File: src/rtl/round_sequencer.sv
// Memory-game scheduler: grows an LFSR-driven note sequence one note per round,
// plays it back on the LEDs, then checks the player's key presses against it.
module round_sequencer #(
  parameter int          MAX_NOTES   = 4,
  parameter int          NOTE_PERIOD = 2,
  parameter logic [15:0] LFSR_SEED   = 16'hACE1
) (
  input  logic       clk,
  input  logic       reset,
  input  logic       start,
  input  logic [3:0] key_in,
  output logic [3:0] note_out,
  output logic [3:0] state_out,
  output logic [3:0] score,
  output logic       won,
  output logic       lost
);

  localparam int SW = 4 * MAX_NOTES;
  localparam int TW = (NOTE_PERIOD > 1) ? $clog2(NOTE_PERIOD) : 1;
  localparam logic [TW-1:0] TRELOAD = TW'(NOTE_PERIOD - 1);

  localparam logic [3:0] IDLE     = 4'd0;
  localparam logic [3:0] NEW_NOTE = 4'd1;
  localparam logic [3:0] PLAY_ON  = 4'd2;
  localparam logic [3:0] PLAY_GAP = 4'd3;
  localparam logic [3:0] WAIT_KEY = 4'd4;
  localparam logic [3:0] CHECK    = 4'd5;
  localparam logic [3:0] WAIT_REL = 4'd6;
  localparam logic [3:0] ROUND_OK = 4'd7;
  localparam logic [3:0] WON      = 4'd8;
  localparam logic [3:0] LOST     = 4'd9;

  logic [3:0]    state_q, state_d;
  logic [3:0]    len_q, len_d;
  logic [3:0]    idx_q, idx_d;
  logic [3:0]    score_q, score_d;
  logic [TW-1:0] timer_q, timer_d;
  logic [15:0]   lfsr_q, lfsr_d;
  logic [3:0]    key_prev_q;
  logic [3:0]    pressed_q, pressed_d;
  logic [SW-1:0] seq_q, seq_d;

  logic [3:0] cur_note;
  logic [3:0] new_oh;
  logic       press_ev;
  logic       last_note;

  always_comb begin
    cur_note = 4'd0;
    for (int i = 0; i < MAX_NOTES; i++)
      if (idx_q == 4'(i)) cur_note = seq_q[4*i +: 4];
  end

  assign new_oh    = 4'b0001 << lfsr_q[1:0];
  // A press is only the 0 -> nonzero transition, so a key held across states is ignored.
  assign press_ev  = (key_prev_q == 4'd0) && (key_in != 4'd0);
  assign last_note = (idx_q == len_q - 4'd1);

  always_comb begin
    state_d   = state_q;
    len_d     = len_q;
    idx_d     = idx_q;
    score_d   = score_q;
    timer_d   = timer_q;
    lfsr_d    = lfsr_q;
    pressed_d = pressed_q;
    seq_d     = seq_q;
    case (state_q)
      IDLE, WON, LOST: begin
        if (start) begin
          len_d   = 4'd0;
          score_d = 4'd0;
          state_d = NEW_NOTE;
        end
      end
      NEW_NOTE: begin
        for (int i = 0; i < MAX_NOTES; i++)
          if (len_q == 4'(i)) seq_d[4*i +: 4] = new_oh;
        lfsr_d  = {lfsr_q[14:0], lfsr_q[15] ^ lfsr_q[13] ^ lfsr_q[12] ^ lfsr_q[10]};
        len_d   = len_q + 4'd1;
        idx_d   = 4'd0;
        timer_d = TRELOAD;
        state_d = PLAY_ON;
      end
      PLAY_ON: begin
        if (timer_q == '0) begin
          timer_d = TRELOAD;
          state_d = PLAY_GAP;
        end else begin
          timer_d = timer_q - TW'(1);
        end
      end
      PLAY_GAP: begin
        if (timer_q == '0) begin
          if (last_note) begin
            idx_d   = 4'd0;
            state_d = WAIT_KEY;
          end else begin
            idx_d   = idx_q + 4'd1;
            timer_d = TRELOAD;
            state_d = PLAY_ON;
          end
        end else begin
          timer_d = timer_q - TW'(1);
        end
      end
      WAIT_KEY: begin
        if (press_ev) begin
          pressed_d = key_in;
          state_d   = CHECK;
        end
      end
      CHECK: state_d = (pressed_q == cur_note) ? WAIT_REL : LOST;
      WAIT_REL: begin
        if (key_in == 4'd0) begin
          if (last_note) begin
            state_d = ROUND_OK;
          end else begin
            idx_d   = idx_q + 4'd1;
            state_d = WAIT_KEY;
          end
        end
      end
      ROUND_OK: begin
        score_d = score_q + 4'd1;
        state_d = (len_q == 4'(MAX_NOTES)) ? WON : NEW_NOTE;
      end
      default: state_d = IDLE;
    endcase
  end

  always_ff @(posedge clk) begin
    if (reset) begin
      state_q    <= IDLE;
      len_q      <= 4'd0;
      idx_q      <= 4'd0;
      score_q    <= 4'd0;
      timer_q    <= '0;
      lfsr_q     <= LFSR_SEED;
      key_prev_q <= 4'd0;
      pressed_q  <= 4'd0;
      seq_q      <= '0;
    end else begin
      state_q    <= state_d;
      len_q      <= len_d;
      idx_q      <= idx_d;
      score_q    <= score_d;
      timer_q    <= timer_d;
      lfsr_q     <= lfsr_d;
      key_prev_q <= key_in;
      pressed_q  <= pressed_d;
      seq_q      <= seq_d;
    end
  end

  always_comb begin
    case (state_q)
      PLAY_ON:                     note_out = cur_note;
      NEW_NOTE, PLAY_GAP, ROUND_OK: note_out = 4'd0;
      default:                     note_out = key_in;
    endcase
  end

  assign state_out = state_q;
  assign score     = score_q;
  assign won       = (state_q == WON);
  assign lost      = (state_q == LOST);

endmodule
File: config.mk
export PLATFORM = sky130hd
export DESIGN_NAME = round_sequencer
export DESIGN_NICKNAME = d
export VERILOG_FILES = /design/src/rtl/round_sequencer.sv
export SDC_FILE = /design/constraint.sdc
export NUM_CORES = 1
export LEC_CHECK = 0
export BUFFER_PORTS_ARGS = -buffer_cell sky130_fd_sc_hd__buf_4
export CAP_MARGIN = 20
export CORE_MARGIN = 1.5
export CORE_UTILIZATION = 55
export CTS_BUF_LIST = sky130_fd_sc_hd__clkbuf_4
export CTS_CLUSTER_SIZE = 24
export DETAILED_ROUTE_END_ITERATION = 10
export GPL_TIMING_DRIVEN = 0
export PLACE_DENSITY = 0.81
export SYNTH_ARGS = -nofsm -noshare
export SYNTH_HDL_FRONTEND = slang
export SYNTH_SLANG_ARGS = --single-unit
File: constraint.sdc
create_clock -name clk -period 4.27 [get_ports clk]
set_input_delay 0.6405 -clock clk [delete_from_list [all_inputs] [get_ports clk]]
set_output_delay 0.6405 -clock clk [all_outputs]
set_load 0.05 [all_outputs]
After elaboration in Yosys (flattened, before gate mapping)
Index checks and enable logic that the tools add are counted.
{ "totals": {"out_inout_bits": 14, "inputBits": 7, "register_bits": 57, "word_cells": 94} }
{ "op_classes": {"n_reduce_logical": 22, "add_sub_neg": 5, "n_mux": 27, "bitwise": 3, "eq_ne": 24, "shift": 1} }
{ "op_table": {"columns": ["op", "n"], "rows": [
  ["4-bit 2-to-1 mux", 16],
  ["4-bit case mux with 8 select lines", 1],
  ["4-bit by 2-bit == test with 1-bit output, second input constant", 6],
  ["4-bit case mux with 2 select lines", 3],
  ["4-bit by 3-bit == test with 1-bit output, second input constant", 5],
  ["4-bit logical NOT", 5],
  ["2-bit AND reduction", 7],
  ["4-bit by 1-bit adder with 4-bit output, second input constant", 3],
  ["4-bit by 1-bit == test with 1-bit output, second input constant", 3],
  ["2-bit != test, second input constant", 6],
  ["4-bit case mux with 3 select lines", 1],
  ["4-bit == test", 2],
  ["4-bit == test, second input constant", 2],
  ["3-bit nonzero test", 2],
  ["3-bit OR reduction", 2],
  ["5-bit AND reduction", 1],
  ["4-bit AND reduction", 1],
  ["2-bit nonzero test", 2],
  ["4-bit nonzero test", 1],
  ["1-bit by 2-bit left shift with 4-bit output, first input constant", 1],
  ["4-bit by 1-bit subtractor with 4-bit output, second input constant", 1],
  ["1-bit 2-to-1 mux", 3],
  ["3-bit 2-to-1 mux", 1],
  ["1-bit case mux with 3 select lines", 1],
  ["4 further kinds", 6]
]} }

Longest topological paths before layout
Gate-level depths: netlist of the first run.
{ "depth": {"word_depth": 8, "depth_mapped": 9, "ltp_nobuf": 9} }

Worst setup path before layout of the first run
Ideal clock, no wire load.
{ "synth_path": {"path_type": "register to output", "start": "register idx_q[1]", "end": "output note_out[0]", "path_stages_with_launch": 6, "arrival_ns": 2.420, "setup_slack_ns": 1.209, "required_time_ns": 3.629, "path_cell_list": "dfxtp_1 ha_1 clkbuf_1 clkbuf_1 a22oi_1 o21ai_0"} }
{ "synth_between": {"elab_chain_len": 6, "elab_cells_between_ends": 9} }
{ "synth_rtl": {"columns": ["item", "line", "source"], "rows": [
  ["from (decl)", "36", "logic [3:0] idx_q, idx_d;"],
  ["from (signal assigned)", "147", "idx_q <= idx_d;"],
  ["4-bit logical NOT", "52", "if (idx_q == 4'(i)) cur_note = seq_q[4*i +: 4];"],
  ["4-bit 2-to-1 mux (3 in a row)", "52", null],
  ["4-bit 2-to-1 mux *", "52", null],
  ["4-bit case mux with 2 select lines *", "158", "case (state_q)"],
  ["to (decl)", "12", "output logic [3:0] note_out,"]
]} }
Mark *: on every way between the ends. The rest lies on a longest branch, timed or not.

Final worst setup path of the first run
{ "layout_path": {"start": "register idx_q[1]", "end": "output note_out[2]"} }
The elaborated chain is that of the path after synthesis.

==> results of run 1 <==
## final cells by class
| type | instances | area (sq um) |
|---|---|---|
| Buffer | 19 | 77.57 |
| Clock buffer | 10 | 75.07 |
| Clock inverter | 6 | 58.81 |
| Fill cell | 457 | 1826 |
| Inverter | 11 | 41.29 |
| Multi-Input combinational cell | 297 | 1788 |
| Sequential cell | 57 | 1141 |
| Tap cell | 70 | 87.58 |
| Timing Repair Buffer | 19 | 142.6 |
## critical path: cells and delay by family (launching register included)
kind            cells  cell delay (ns)
buf+inv             3             0.99
flops               1             0.48
fa+ha+maj           1             0.31
compound gates      2             0.31
simple gates        1             0.10
## layout by cell type (no fill, tap or decap), drive strengths merged, types with 4 or more instances in the layout
master | Yosys | final
clkbuf | 15 | 25
and2 | 4 | 4
a22oi | 4 | 4
mux2i | 7 | 7
dfxtp | 57 | 57
nand2b | 5 | 5
inv | 11 | 11
nand3 | 25 | 25
buf | 4 | 23
nand2 | 72 | 72
or2 | 4 | 4
nand4 | 6 | 6
nor4 | 5 | 5
nor2 | 32 | 32
ha | 10 | 10
nor2b | 15 | 15
xnor2 | 8 | 8
a21oi | 37 | 37
o21ai | 11 | 11
nand3b | 8 | 8
nor3 | 8 | 8
## logic make-up (layout without fill, tap and decap cells)
family                   count (synthesis)  count (layout)
buffers and inverters                   30              65
XOR/XNOR                                12              12
AO/OA/AOI/OAI                           76              76
multiplexers                             8               8
flip-flops                              57              57
AND/OR/NAND/NOR                        190             190
adder cells (fa/ha/maj)                 11              11
## final timing paths
path | startpoint | end | slack (ns) | depth (start not counted)
worst min register to register | lfsr_q[3] | lfsr_q[4] | 0.47 | 2
worst max register to register | idx_q[0] | state_out[2] | 1.67 | 9
worst min-delay path | start | score[2] | 0.42 | 2
worst max-delay path | idx_q[1] | note_out[2] | 1.04 | 7
## through the flow
step	util	setup WS [ns]	total power (W)	instance area [sq um]	hold WS, ns
CTS	0.6515	1.097	0.001446	3412	0.3993
finish	0.6515	1.036	0.001448	3412	0.4175
floorplan	-	1.209	0.0009484	3048	0.4321
detailed placement	0.6259	1.574	0.001056	3278	0.4494
global route	0.6515	0.7915	0.001523	3412	0.4030
global placement	0.6259	1.649	0.001043	3278	0.4388
## power by group
part | total [W] | internal, W | switching [W]
combinational | 0.000429 | 0.000153 | 0.000276
clock | 0.000397 | 0.000181 | 0.000217
sequential | 0.000621 | 0.000577 | 0.0000443
total | 0.00145 | 0.000911 | 0.000536
## per-layer routing
layer | global-route usage | vias to the layer above | routed length [um]
li1 | - | 1396 | -
met1 | 0.3192 | 1324 | 3211
met2 | 0.4333 | 102 | 3439
met3 | 0.07765 | 24 | 443
met4 | 0.1055 | 0 | 169
met5 | 0 | - | 0
## state kept, by name, summed over array words and instances, names as in the netlist
name        flops
idx_q           4
key_prev_q      4
len_q           4
lfsr_q         16
pressed_q       4
score           4
seq_q          16
state_out       4
timer_q         1
==> summary.md, run 1 <==
| Metric | Value |
|---|---|
| Status | `finished, final reports clean` |
| H-tree Lvls | `3` |
| RSZ-0062 raised after global routing | `false` |
| Fmax | `0.3092 GHz` |
| Worst IR drop on VDD | `0.2440 mV` |
| Proportion of layout cells with a drive suffix above 1 | `0.1122` |
| Synth cell count leaders | `72 x nand2_1, 57 x dfxtp_1, 37 x a21oi_1` |
| Main synth FF type | `dfxtp_1` |
| Slew HR | `0.5740` |
| Die Y | `77.44 um` |
| TritonCTS clock tree | `yes` |
| Synth Cell Area | `3048 sq um` |
| Worst path required time | `3.63 ns` |
| Placed insts | `473` |
| CTS buffer count | `9` |
| Final hold vios | `0` |
| Crit-path cells | `ha_1 > clkbuf_1 > clkbuf_1 > nor2_1 > a22oi_1 > o21ai_0 > buf_4` |
| DP Wirelength | `5247 um` |
| Slew Viols, Final | `0` |
| Die Wd | `77.44 um` |
| Vias in the first global route | `2,694` |
| Adder-Cell Fraction of Synth Area | `0.04433` |
| Die Area | `5997 sq um` |
| Antenna cells | `0` |
| Cell Count, Final, Fillers Out | `489` |
| # port buffers | `19` |
| Yosys top cell by area | `dfxtp_1` |
| First-pass GRT wire length | `12,510 um` |
| Syn. warnings | `0` |
| Reg clk slew, reported paths | `0.10 ns` |
| WL final | `7263 um` |
| Cells after synthesis | `384` |
| Pre-Repair DR Iteration Count | `5` |
| Top-area cell type share of the netlist area | `0.3744` |
| Setup Buffers After CTS | `0` |
| Hold crit path type | `in2reg` |
| GPL Wtd Cong | `0.9105` |
| Arr. time, crit path | `2.59 ns` |
| Pleak | `1.279 nW` |
| DRT antenna net count | `0` |
| Unique masters post-synth | `55` |
| Routed vias | `2,846` |
| Root Buffer | `clkbuf_4` |
| Multiplexer area fraction after synthesis | `0.02668` |
| Avg Synthesized Cell Area | `7.937 sq um` |
| Initial Util | `0.5819` |
| Register area share after synthesis | `0.3744` |
| Synth Area in Compound Gates | `0.1642` |
| Synthesized Nets | `401` |
| #FFs+latches synth | `57` |
| Maximum capacitance violations | `0` |
| Worst Skew | `0.01114 ns` |
| Area contributors post-synth | `dfxtp_1 37%, nand2_1 8.9%, a21oi_1 6.1%` |
| Num rows | `26` |
| Initial antenna violation count | `0` |
| Cts repair resizes | `0` |
| Maximum fanout along the worst path | `10` |
| Post-Synth XOR/XNOR Area | `0.04146` |
| Clk sinks | `57` |
| TNS Setup | `0 ns` |
| Crit-path slowest cell | `dfxtp_1` |
| CP Class | `reg2out` |
| Nets | `431` |
| Worst slew pin tran | `0.6355 ns` |
| 1st-iter DRT viols | `151` |
| Startpoint Class | `flip-flop` |
| Total grt overflow | `0` |
| Minimum clock period | `3.234 ns` |
| Hold buffer count at CTS | `0` |
| Detailed-route DRC error count | `0` |
| Core area | `5238 sq um` |
| CP endpoint kind | `output port` |
| Number of flops mapped to enable cells by yosys | `0` |
| Total track usage | `0.2625` |
| Final period util | `0.7573` |
| Post-synth ARST share | `0` |
| Later-pin clock latency in the skew report | `0.42 ns` |
| Crit path largest cell delay | `0.48 ns` |
| Largest net degree at the start of global routing | `11` |
| Largest family of logic cells by synthesized area | `simple AND/OR/NAND/NOR gates` |
| Top-Level Pins | `21` |
| Via-to-Cell Ratio | `5.820` |
| WL per Instance | `14.85 um` |
| Most common cell in the netlist | `nand2_1` |
| Most used cell, CP | `clkbuf_1` |
| # setup viols final | `0` |
| Area added between synthesis and finish | `11.95%` |
| CTS max path bufs | `2` |
| Post-Synth Simple-Gate Area | `0.3099` |
| Pwr dens | `424.2 nW/um^2` |
(Power assumes the default switching activity.)
==> inputs of run 2 (changes only) <==
--- a/config.mk
+++ b/config.mk
@@ -5,6 +5,7 @@
 export SDC_FILE = /design/constraint.sdc
 export NUM_CORES = 1
 export LEC_CHECK = 0
+export ABC_AREA = 1
 export BUFFER_PORTS_ARGS = -buffer_cell sky130_fd_sc_hd__buf_4
 export CAP_MARGIN = 20
 export CORE_MARGIN = 1.5
==> constraint.sdc (replaced) <==
create_clock -name clk -period 3.2 [get_ports clk]
set_input_delay 0.48 -clock clk [delete_from_list [all_inputs] [get_ports clk]]
set_output_delay 0.48 -clock clk [all_outputs]
set_load 0.05 [all_outputs]
==> summary.md, run 2 <==
| Metric | Value |
|---|---|
| Status | `finished, final reports clean` |
| Main synth FF type | `dfxtp_1` |
| Setup Buffers After CTS | `0 (unchanged)` |
| Die Y | `75.59 um (-2.4%)` |
| Most used cell, CP | `nand2_1` |
| Total track usage | `0.2457 (-0.01674)` |
| # setup viols final | `0 (unchanged)` |
| Maximum fanout along the worst path | `6 (-4)` |
| DP Wirelength | `4781 um (-8.9%)` |
| Internal | `0.001704 W (+87%)` |
| Worst slew pin tran | `0.5409 ns (-0.09462 ns)` |
| Crit path largest cell delay | `0.42 ns (-0.06 ns)` |
| Most frequent cells in the layout | `93 x nand2_1, 57 x dfxtp_1, 53 x inv_1, 51 x nor2_1, 33 x o21ai_0` |
| First-pass GRT wire length | `10,450 um (-16%)` |
| Slew HR | `0.6394 (+0.06539)` |
| Placement Cell Area | `3128 sq um (-4.6%)` |
| Final hold vios | `0 (unchanged)` |
| Worst hold slack | `0.3355 ns (-0.08194 ns)` |
| Proportion of layout cells with a drive suffix above 1 | `0.1272 (+0.01502)` |
| Synthesized Nets | `438 (+9.2%)` |
| Synth cell count leaders | `93 x nand2_1, 57 x dfxtp_1, 53 x inv_1` |
| Minimum clock period | `2.566 ns` |
| Yosys top cell by area | `dfxtp_1` |
| Number of flops mapped to enable cells by yosys | `0 (unchanged)` |
| Core area | `5107 sq um (-2.5%)` |
| TritonCTS clock tree | `yes` |
| Most common cell in the netlist | `nand2_1` |
| FF-to-FF setup slack | `1.09 ns (-0.58 ns)` |
| Crit-path slowest cell | `dfxtp_1` |
| Worst path required time | `2.72 ns (-0.91 ns)` |
| Commonest non-fill, non-tap cell in the layout | `nand2_1` |
| CTS buffer count | `9 (unchanged)` |
| Startpoint Class | `flip-flop` |
| CP startpoint | `idx_q[0]` |
| Reg clk slew, reported paths | `0.09 ns (about the same)` |
| R2R cell count | `13 (+4)` |
| #FFs+latches synth | `57 (unchanged)` |
| Num rows | `26 (unchanged)` |
| Hold buffer count at CTS | `0 (unchanged)` |
| Via-to-Cell Ratio | `5.076 (-13%)` |
| WL final | `6478 um (-11%)` |
| CP endpoint kind | `output port` |
| Worst Skew | `0.01478 ns (+0.003641 ns)` |
| Slew Viols, Final | `0 (unchanged)` |
| Clock Power Share | `0.225 (-0.050)` |
| Post-Route Utilization | `0.6480 (-0.003490)` |
| Comb power frac | `0.439 (+0.143)` |
| 1st-iter DRT viols | `127 (-16%)` |
| RSZ-0062 raised after global routing | `false` |
| CTS max path bufs | `2 (unchanged)` |
| CP Class | `reg2out` |
| Nets | `468 (+8.6%)` |
| Later-pin clock latency in the skew report | `0.40 ns (-0.02 ns)` |
| CP top delay family | `buffers and inverters` |
| Psw | `0.001259 W (+130%)` |
| TNS Setup | `0 ns (unchanged)` |
| Hold crit path type | `in2reg` |
| Pre-Repair DR Iteration Count | `4 (-1)` |
| Fillcell total | `462 (+1.1%)` |
| GPL Wtd Cong | `0.9485 (+4.2%)` |
| Cell count along the critical path | `10 (+3)` |
| Seq pwr share | `0.336 (-0.093)` |
| Crit-path cells | `inv_1 > ha_1 > nand2_2 > o21ai_1 > inv_1 > nand2_1 > nand2_1 > nand2_1 > o21ai_0 > buf_4` |
| Cells after synthesis | `421 (+9.6%)` |
| Multi-input gate area | `1488 sq um (-17%)` |
| Worst flop-to-flop path startpoint | `len_q[0]` |
| Initial Util | `0.5674 (-0.01457)` |
| Post-synth ARST share | `0 (unchanged)` |
| Routed vias | `2,670 (-6.2%)` |
| Detailed-route DRC error count | `0 (unchanged)` |
| Total grt overflow | `0 (unchanged)` |
| Area added between synthesis and finish | `14.21%` |
| DRT antenna net count | `0 (unchanged)` |
| Die Area | `5713 sq um (-4.7%)` |
| Worst IR drop on VDD | `0.4301 mV (+76%)` |
| Final period util | `0.8019` |
| Area contributors post-synth | `dfxtp_1 39%, nand2_1 12%, inv_1 6.9%` |
| Unique masters post-synth | `31 (-44%)` |
| Worst setup endpoint | `note_out[2]` |
| Clk sinks | `57 (unchanged)` |
| Largest net degree at the start of global routing | `11 (unchanged)` |
| Arr. time, crit path | `2.09 ns (-0.50 ns)` |
| Register area share after synthesis | `0.3938 (+0.01940)` |
| Initial antenna violation count | `0 (unchanged)` |
| Top-area cell type share of the netlist area | `0.3938 (+0.01940)` |
| WL per Instance | `12.32 um (-17%)` |
| Syn. warnings | `0 (unchanged)` |
| Maximum capacitance violations | `0 (unchanged)` |
| Reg area | `1141 sq um (unchanged)` |
| Avg Synthesized Cell Area | `6.883 sq um (-13%)` |
| CP Buf/Inv Count | `3 (unchanged)` |
| Root Buffer | `clkbuf_4` |
| Pwr dens | `895.3 nW/um^2 (+110%)` |
| H-tree Lvls | `3 (unchanged)` |
| # port buffers | `19 (unchanged)` |
| Antenna cells | `0 (unchanged)` |
| Vias in the first global route | `2,390 (-11%)` |
| Cts repair resizes | `0 (unchanged)` |
| Reg-to-Reg End | `idx_q[3]` |
| Die Wd | `75.59 um (-2.4%)` |
| Top-Level Pins | `21 (unchanged)` |
| Synth Cell Area | `2898 sq um (-4.9%)` |
| Fmax | `0.3897 GHz` |
| Design area | `3309 sq um (-3.0%)` |
| Top Registers | `lfsr_q: 16 flops, seq_q: 16 flops` |
| Pleak | `1.504 nW (+18%)` |
| Switch share | `0.4250 (+0.05440)` |
-- run 2: cell types whose count changed after synthesis, sizes merged, moves of 15 or more --
| cell | change |
|---|---|
| inv | +45 |
| nor2 | +24 |
| o21ai | +25 |
| nor2b | -15 |
| nand2 | +26 |
-- run 2: kinds of logic (layout without fill, tap and decap cells) --
logic type,after synthesis,after routing,synth area share
compound gates,72,72,0.1313
xor+xnor,8,8,0.02418
fa+ha+maj,10,10,0.04318
buf+inv,68,103,0.09283
flops,57,57,0.3938
simple gates,206,206,0.3148
-- run 2: metal layers --
metal | GRT usage | part of all wire | vias up
li1 | - | - | 1416
met1 | 0.3189 | 0.47 | 1201
met2 | 0.3918 | 0.47 | 47
met3 | 0.06878 | 0.051 | 6
met4 | 0.08929 | 0.011 | 0
met5 | 0 | 0 | -
-- run 2: worst min-delay path by stage --
stage	from	to	slack, ns	depth (start not counted)
floorplan	seq_q[10]	seq_q[10]	0.43	2
global route	key_in[2]	key_prev_q[2]	0.33	3
global placement	seq_q[10]	seq_q[10]	0.43	2
CTS	key_in[0]	key_prev_q[0]	0.31	3
detailed placement	seq_q[10]	seq_q[10]	0.45	2
finish	key_in[0]	key_prev_q[0]	0.34	3
-- run 2: cell type report --
class,instances,area share
Sequential cell,57,0.3448
Multi-Input combinational cell,296,0.4495
Tap cell,70,0.02647
Inverter,57,0.06465
Buffer,11,0.01664
Clock buffer,10,0.02268
Clock inverter,6,0.03214
Timing Repair Buffer,19,0.04310
-- run 2: stage by stage --
step                power [W]  worst slack (ns)  instances
global placement     0.002260             1.118        510
floorplan            0.001989            0.3848        421
detailed placement   0.002296             1.074        510
CTS                  0.002970            0.6262        526
global route         0.003210            0.4335        526
finish               0.002963            0.6340        526
-- run 2: tightest hold or removal path, delay by kind of cell --
kind,cells,cell delay (ns)
buffers and inverters,2,0.13
and+or+nand+nor,1,0.07
-- run 2: power groups by stage --
stage	clock [W]	combinational, W	sequential [W]
2_1_floorplan	0	0.000967	0.00102
3_3_place_gp	0	0.00126	0.00100
3_5_place_dp	0	0.00129	0.00101
4_1_cts	0.000680	0.00130	0.000994
6_report	0.000667	0.00130	0.000996
5_1_grt	0.000707	0.00149	0.00102
==> inputs of run 3 (changes only) <==
==> constraint.sdc (replaced) <==
create_clock -name clk -period 2.48 [get_ports clk]
set_input_delay 0.372 -clock clk [delete_from_list [all_inputs] [get_ports clk]]
set_output_delay 0.372 -clock clk [all_outputs]
set_load 0.05 [all_outputs]
==> summary.md, run 3 (synthesis results as in run 2) <==
| Metric | Value |
|---|---|
| Total track usage | `0.2457 (unchanged)` |
| RSZ-0062 raised after global routing | `false` |
| H-tree Lvls | `3 (unchanged)` |
| GPL Wtd Cong | `0.9485 (unchanged)` |
| Crit-path slowest cell | `dfxtp_2` |
| CTS max path bufs | `2 (unchanged)` |
| Setup Buffers After CTS | `0 (unchanged)` |
| Final period util | `0.9292` |
| Minimum clock period | `2.304 ns` |
| 1st-iter DRT viols | `146 (+15%)` |
| Core area | `5107 sq um (unchanged)` |
| Psw | `0.001650 W (+31%)` |
| Crit path largest cell delay | `0.37 ns (-0.05 ns)` |
| Switch share | `0.4261 (+0.001101)` |
| Most used cell, CP | `nand2_1` |
| CP endpoint kind | `output port` |
| Internal | `0.002222 W (+30%)` |
| Total grt overflow | `0 (unchanged)` |
| # port buffers | `19 (unchanged)` |
| # setup viols final | `0 (unchanged)` |
| Top Registers | `lfsr_q: 16 flops, seq_q: 16 flops` |
| WL per Instance | `12.55 um (+1.9%)` |
| Worst path required time | `2.11 ns (-0.61 ns)` |
| Die Y | `75.59 um (unchanged)` |
| Worst slew pin tran | `0.5445 ns (+0.003657 ns)` |
| Clk sinks | `57 (unchanged)` |
| Comb power frac | `0.442 (+0.003)` |
| Num rows | `26 (unchanged)` |
| DRT antenna net count | `0 (unchanged)` |
| TritonCTS clock tree | `yes` |
| Hold crit path type | `in2reg` |
| Post-Route Utilization | `0.6563 (+0.008329)` |
| Arr. time, crit path | `1.93 ns (-0.16 ns)` |
| Pre-Repair DR Iteration Count | `4 (unchanged)` |
| Worst Skew | `0.01242 ns (-0.002361 ns)` |
| Proportion of layout cells with a drive suffix above 1 | `0.1469 (+0.01974)` |
| Fmax | `0.4340 GHz` |
| Die Area | `5713 sq um (unchanged)` |
| Reg clk slew, reported paths | `0.09 ns (about the same)` |
| Area added between synthesis and finish | `15.67%` |
| Startpoint Class | `flip-flop` |
| Seq pwr share | `0.335 (about the same)` |
| Worst hold slack | `0.2269 ns (-0.1087 ns)` |
| Antenna cells | `0 (unchanged)` |
| Routed vias | `2,689 (+0.71%)` |
| Largest net degree at the start of global routing | `11 (unchanged)` |
| Design area | `3352 sq um (+1.3%)` |
| Cts repair resizes | `0 (unchanged)` |
| Pwr dens | `1155 nW/um^2 (+29%)` |
| Die Wd | `75.59 um (unchanged)` |
| WL final | `6599 um (+1.9%)` |
| Pwr Total | `0.003872 W (+31%)` |
| Hold buffer count at CTS | `0 (unchanged)` |
| Most frequent cells in the layout | `92 x nand2_1, 55 x dfxtp_1, 51 x inv_1, 50 x nor2_1, 33 x o21ai_0` |
| Slew HR | `0.6336 (-0.005786)` |
| Placement Cell Area | `3128 sq um (unchanged)` |
| Crit-path cells | `inv_2 > ha_4 > nand2_2 > o21ai_1 > inv_1 > nand2_1 > nand2_1 > nand2_1 > o21ai_0 > buf_4` |
| Clock Power Share | `0.223 (-0.002)` |
| Initial Util | `0.5674 (unchanged)` |
| Detailed-route DRC error count | `0 (unchanged)` |
| Later-pin clock latency in the skew report | `0.40 ns (about the same)` |
| Via-to-Cell Ratio | `5.112 (+0.71%)` |
| Status | `finished, final reports clean` |
| Vias in the first global route | `2,390 (unchanged)` |
| First-pass GRT wire length | `10,450 um (unchanged)` |
| Root Buffer | `clkbuf_4` |
| Nets | `468 (unchanged)` |
| Initial antenna violation count | `0 (unchanged)` |
| CP Class | `reg2out` |
| Top-Level Pins | `21 (unchanged)` |
| Slew Viols, Final | `0 (unchanged)` |
| Final hold vios | `0 (unchanged)` |
| Worst IR drop on VDD | `0.5580 mV (+30%)` |
| CTS buffer count | `9 (unchanged)` |
| Pleak | `1.506 nW (+0.12%)` |
| DP Wirelength | `4781 um (unchanged)` |
| TNS Setup | `0 ns (unchanged)` |
| Maximum capacitance violations | `0 (unchanged)` |
| Maximum fanout along the worst path | `6 (unchanged)` |
| Commonest non-fill, non-tap cell in the layout | `nand2_1` |
## run 3: through the flow
step / worst slack [ns] / std cells
finish: 0.1756 / 526
global route: 0.01423 / 526
CTS: 0.01419 / 526
detailed placement: 0.3674 / 510
global placement: 0.4241 / 510
floorplan: -0.2272 / 421
## run 3: critical path, delay by kind of cell, from the launching register on
family                     cells  cell delay [ns]
buffers and inverters          3             0.40
and+or+nand+nor                4             0.37
DFF                            1             0.37
AOI/OAI and AO/OA              2             0.23
adders and majority gates      1             0.17
## run 3: layout make-up
type | count | area, sq um
Clock buffer | 10 | 75.07
Sequential cell | 57 | 1146
Buffer | 11 | 55.05
Tap cell | 70 | 87.58
Timing Repair Buffer | 19 | 142.6
Fill cell | 453 | 1755
Multi-Input combinational cell | 296 | 1525
Clock inverter | 6 | 106.4
Inverter | 57 | 214.0
## run 3: power by group through the flow
| stage | sequential, W | combinational [W] | clock (W) |
|---|---|---|---|
| 2_1_floorplan | 0.00132 | 0.00125 | 0 |
| 3_3_place_gp | 0.00129 | 0.00163 | 0 |
| 3_5_place_dp | 0.00130 | 0.00166 | 0 |
| 4_1_cts | 0.00128 | 0.00167 | 0.000877 |
| 5_1_grt | 0.00132 | 0.00195 | 0.000912 |
| 6_report | 0.00130 | 0.00171 | 0.000863 |
## run 3: worst paths after layout
| path | depth (start not counted) | endpoint | start | slack [ns] |
|---|---|---|---|---|
| worst max register to register | 13 | idx_q[3] | len_q[0] | 0.36 |
| worst max-delay path | 10 | note_out[2] | idx_q[0] | 0.18 |
| worst min-delay path | 3 | key_prev_q[0] | key_in[0] | 0.23 |
| worst min register to register | 2 | seq_q[10] | seq_q[10] | 0.46 |
## run 3: layer usage
layer / part of all wire / global-route usage / wire [um] / up-vias
li1: - / - / - / 1419
met1: 0.48 / 0.3189 / 3161 / 1217
met2: 0.47 / 0.3918 / 3107 / 47
met3: 0.039 / 0.06878 / 259 / 6
met4: 0.011 / 0.08929 / 70 / 0
met5: 0 / 0 / 0 / -
